<file path="config.mk">
export PLATFORM = sky130hd
export DESIGN_NAME = shift_deserializer_flat
export DESIGN_NICKNAME = d
export VERILOG_FILES = /design/src/rtl/shift_deserializer_if.sv /design/src/rtl/shift_deserializer.sv /design/src/flat_wrapper.sv
export SDC_FILE = /design/constraint.sdc
export NUM_CORES = 1
export LEC_CHECK = 0
export CORE_MARGIN = 2
export CORE_UTILIZATION = 55
export CTS_BUF_LIST = sky130_fd_sc_hd__clkbuf_8 sky130_fd_sc_hd__clkbuf_16
export CTS_CLUSTER_SIZE = 28
export DETAILED_ROUTE_END_ITERATION = 8
export PLACE_DENSITY = 0.87
export SYNTH_ARGS = -nofsm -noshare
export SYNTH_HDL_FRONTEND = slang
export SYNTH_SLANG_ARGS = --single-unit
</file>
<file path="constraint.sdc">
create_clock -name clk -period 2.45 [get_ports clk]
set_input_delay 0.6125 -clock clk [delete_from_list [all_inputs] [get_ports clk]]
set_output_delay 0.6125 -clock clk [all_outputs]
set_load 0.02 [all_outputs]
</file>
<file path="src/rtl/shift_deserializer_if.sv">
// Handshake bundle for shift_deserializer: serial input side and parallel word side.
// master drives the serial bits and the word-side ready; slave is the deserializer.
interface shift_deserializer_if #(
    parameter int TO = 256
);
    logic          data_i;
    logic          valid_i;
    logic          ready_o;
    logic [TO-1:0] data_o;
    logic          valid_o;
    logic          ready_i;

    modport master (
        output data_i, valid_i, ready_i,
        input  ready_o, data_o, valid_o
    );

    modport slave (
        input  data_i, valid_i, ready_i,
        output ready_o, data_o, valid_o
    );
endinterface

</file>
<file path="src/rtl/shift_deserializer.sv">
// MSB-first serial to TO-bit parallel word converter with valid/ready on both sides.
// Define SHIFT_DESERIALIZER_DOUBLE_BUFFER_EN to keep collecting while a word waits.
module shift_deserializer #(
    parameter int TO     = 256,
    parameter int LOG2TO = 8
) (
    input  logic                 clk,
    input  logic                 reset,
    shift_deserializer_if.slave  bus
);
`ifdef SHIFT_DESERIALIZER_DOUBLE_BUFFER_EN
    typedef enum logic {COLLECT, STALL} state_t;
`else
    typedef enum logic {COLLECT, HOLD} state_t;
`endif

    state_t            state_q, state_d;
    logic [TO-1:0]     shift_q, word, data_q;
    logic [LOG2TO-1:0] cnt_q;
    logic              rdy, accept, last, done, valid;

    assign rdy    = (state_q == COLLECT);
    assign accept = bus.valid_i && rdy;
    assign last   = (cnt_q == LOG2TO'(TO - 1));
    assign done   = accept && last;
    assign word   = (shift_q << 1) | TO'(bus.data_i);

    assign bus.ready_o = rdy;
    assign bus.valid_o = valid;
    assign bus.data_o  = data_q;

    // Counter wraps by compare so any TO >= 2 works.
    always_ff @(posedge clk or negedge reset) begin
        if (!reset) begin
            shift_q <= '0;
            cnt_q   <= '0;
        end else if (accept) begin
            shift_q <= word;
            cnt_q   <= last ? '0 : cnt_q + LOG2TO'(1);
        end
    end

    always_ff @(posedge clk or negedge reset) begin
        if (!reset) state_q <= COLLECT;
        else        state_q <= state_d;
    end

`ifdef SHIFT_DESERIALIZER_DOUBLE_BUFFER_EN
    logic load_new, load_held;

    // A finished word goes straight out if the output slot is free this edge.
    assign load_new  = done && (!valid || bus.ready_i);
    assign load_held = (state_q == STALL) && bus.ready_i;

    always_comb begin
        state_d = state_q;
        unique case (state_q)
            COLLECT: if (done && !load_new) state_d = STALL;
            STALL:   if (bus.ready_i)       state_d = COLLECT;
        endcase
    end

    always_ff @(posedge clk or negedge reset) begin
        if (!reset) begin
            data_q <= '0;
            valid  <= 1'b0;
        end else if (load_new) begin
            data_q <= word;
            valid  <= 1'b1;
        end else if (load_held) begin
            data_q <= shift_q;
            valid  <= 1'b1;
        end else if (bus.ready_i) begin
            valid  <= 1'b0;
        end
    end
`else
    assign valid = (state_q == HOLD);

    always_comb begin
        state_d = state_q;
        unique case (state_q)
            COLLECT: if (done)         state_d = HOLD;
            HOLD:    if (bus.ready_i)  state_d = COLLECT;
        endcase
    end

    always_ff @(posedge clk or negedge reset) begin
        if (!reset)    data_q <= '0;
        else if (done) data_q <= word;
    end
`endif
endmodule

</file>
<file path="src/flat_wrapper.sv">
// flat-port wrapper written by rule: the top's interface ports become plain ports
module shift_deserializer_flat 
#(
    parameter int TO     = 256,
    parameter int LOG2TO = 8
)
  (clk, reset, bus_data_i, bus_valid_i, bus_ready_i, bus_ready_o, bus_data_o, bus_valid_o);
  shift_deserializer_if #(.TO(TO)) bus_i ();
  input  logic clk;
  input  logic reset;
  input wire logic [$bits(bus_i.data_i)-1:0] bus_data_i;
  input wire logic [$bits(bus_i.valid_i)-1:0] bus_valid_i;
  input wire logic [$bits(bus_i.ready_i)-1:0] bus_ready_i;
  output wire logic [$bits(bus_i.ready_o)-1:0] bus_ready_o;
  output wire logic [$bits(bus_i.data_o)-1:0] bus_data_o;
  output wire logic [$bits(bus_i.valid_o)-1:0] bus_valid_o;
  assign bus_i.data_i = bus_data_i;
  assign bus_i.valid_i = bus_valid_i;
  assign bus_i.ready_i = bus_ready_i;
  assign bus_ready_o = bus_i.ready_o;
  assign bus_data_o = bus_i.data_o;
  assign bus_valid_o = bus_i.valid_o;
  shift_deserializer #(.TO(TO), .LOG2TO(LOG2TO)) u_core (.clk(clk), .reset(reset), .bus(bus_i));
endmodule
</file>
==> out/metrics.csv <==
metric,value,unit
DP HPWL,30.3,mm
DR pass1 iterations,5,
largest net degree at the start of global routing,81,
post-synth top area share,64.2,%
Vias/cell,5.24,
total wire length,45.7,mm
Max Clock Freq,0.424,GHz
Root Buffer,clkbuf_16,
#FFs+latches synth,520,
clock buffer count from CTS,51,
Initial Utilization,55.6,%
VDD IR-drop max,0.494,mV
IO buf count,262,
setup bufs post-CTS,0,
post-synthesis instance total,1662,
Die X-Extent,196,um
RSZ-0062 raised after global routing,no,
Final GP Congestion,0.797,
Cell Rows,70,
final std cells w/o fill,2473,
DP Cell Count,2380,
Main synth FF type,dfrtp_1,
pins over their slew limit,0,
hold slack,0.00866,ns
P_leak,13.2,nW
Fin Setup TNS,0,ns
post-route cell area,25600,um^2
fin crit share,96.3,%
FF-to-FF setup slack,0.44,ns
ant diodes,0,
worst slew pin tran,0.759,ns
crit start category,flop,
synth top area cells,"dfrtp_1 64%, nand2_1 14%, mux2_4 12%",
relative slew slack,49.4,%
number of max-cap violations,0,
Resized Gates After CTS,0,
H-tree depth,2,
post-layout net count,1971,
PD cells,683,nW/um^2
initial antenna violation count,0,
die area,38400,um^2
layout cells sized above 1,20.9,%
top-count cell post-synth,nand2_1,
share of flip-flops with an asynchronous set or reset,100,%
Avg WL per Cell,18.5,um
Top Ports,263,
synth unique cells,32,
Post-CTS Hold Buffers,0,
"Slowest-stage cell, CP",clkdlybuf4s50_1,
Syn Area/Cell,12.2,um^2
Total GRT Usage,24.6,%
core area,36400,um^2
status,"complete, no violations",
area growth from synthesis to layout,26.2,%
clk_lat worst skew,0.57,ns
Synth area leader,dfrtp_1,
DR DRC count,0,
vias in the first global route,13800,
synth cell count leaders,"770 x nand2_1, 520 x dfrtp_1, 168 x mux2_4",
crit-path max FO,6,
routed via count,13000,
delay of the slowest critical-path stage,0.60,ns
Post-synth EDFFs,0,
Post-DP Area,23800,um^2
count of clock tree sinks,520,
synthesized area,20300,um^2
CP endpoint kind,output port,
Placement Setup Slack,-0.0380,ns
fin util,70.2,%
Die Span Y,196,um
Final ANT Viol Nets,0,
Final Hold Violating Endpoints,0,
Starting DRT DRC Count,895,
"Critical Path, Cell by Cell","inv_1, clkdlybuf4s50_1",
first-pass GRT wire length,74.9,mm
grt ovf,0,
setup violators final,0,
Yosys warnings,0,
hold crit path type,input pin to async pin,
"Seq/Total Area, Yosys",64.2,%
Arrival @ worst endpoint,1.75,ns
clk slew on worst S/H paths,0.06,ns
CTS tree,built,
Design Power,17.5,mW
final worst clock skew,0.00933,ns
Final WS setup,0.0898,ns
CP required,1.84,ns
kind of critical path,flop to output port,
net count after synthesis,1668,
fin crit period,2.36,ns
Max clock buf depth,3,
[cell families (layout without fill, tap and decap cells)]
| family | after synthesis | count (layout) | share of synthesized area (%) |
|---|---|---|---|
| AOI/OAI and AO/OA | 9 | 9 | 0.278 |
| xor gates and xnor gates | 3 | 3 | 0.130 |
| adders and majority gates | 1 | 1 | 0.0617 |
| buffers and inverters | 88 | 431 | 3.17 |
| DFF | 520 | 520 | 64.2 |
| muxes | 256 | 256 | 17.3 |
| and+or+nand+nor | 785 | 785 | 14.8 |
[cell type report]
cell class | instances | area, um^2
Clock buffer | 65 | 1490
Clock inverter | 28 | 263
Fill cell | 2298 | 10900
Inverter | 1 | 3.75
Multi-Input combinational cell | 1054 | 6620
Sequential cell | 520 | 13000
Tap cell | 468 | 586
Timing Repair Buffer | 337 | 3590
[placed cells by master, fill, tap and decap left out, types with 2 or more instances in the layout]
master,count
a21oi_1,2
dfrtp_1,520
mux2_2,88
clkbuf_8,12
buf_12,32
nand3_1,2
clkdlybuf4s50_1,261
bufinv_16,5
buf_4,43
o21ai_0,3
or3_1,2
xnor2_1,3
mux2_4,168
clkinvlp_4,4
nand2_1,770
inv_1,11
clkbuf_16,53
clkinv_2,9
[per-layer routing]
layer | track usage [%] | wire length, um
met5 | 0 | 0
met4 | 9.71 | 1520
met3 | 3.95 | 2100
met2 | 41.7 | 23200
met1 | 31.9 | 18800
[registers in the layout, summed over array words and instances, names as in the netlist]
register / cells
u_core.bus.valid_o: 1
u_core.bus.data_o: 256
u_core.shift_q: 255
u_core.cnt_q: 8
[critical path: cells and delay by family, from the launching register on]
kind	cells	cell delay, ns
buffers and inverters	2	0.70
flip-flops	1	0.47
[worst paths after layout]
check                              startpoint               endpoint  depth (start not counted)
setup / recovery           u_core.bus.valid_o            bus_ready_o                          2
hold / removal                          reset     u_core.shift_q[90]                          1
setup reg to reg              u_core.cnt_q[0]  u_core.bus.data_o[64]                          6
hold reg to reg               u_core.cnt_q[6]        u_core.cnt_q[6]                          1
max in group asynchronous               reset    u_core.shift_q[115]                          2
min in group clk              u_core.cnt_q[6]        u_core.cnt_q[6]                          1
[report_power, final]
group	internal [mW]	leakage [nW]	switching, mW
Sequential	8.71	7.24	0.127
Clock	4.80	0.899	3.25
Combinational	0.176	5.08	0.400
Total	13.7	13.2	3.78
Power figures use the tool's default switching activity.
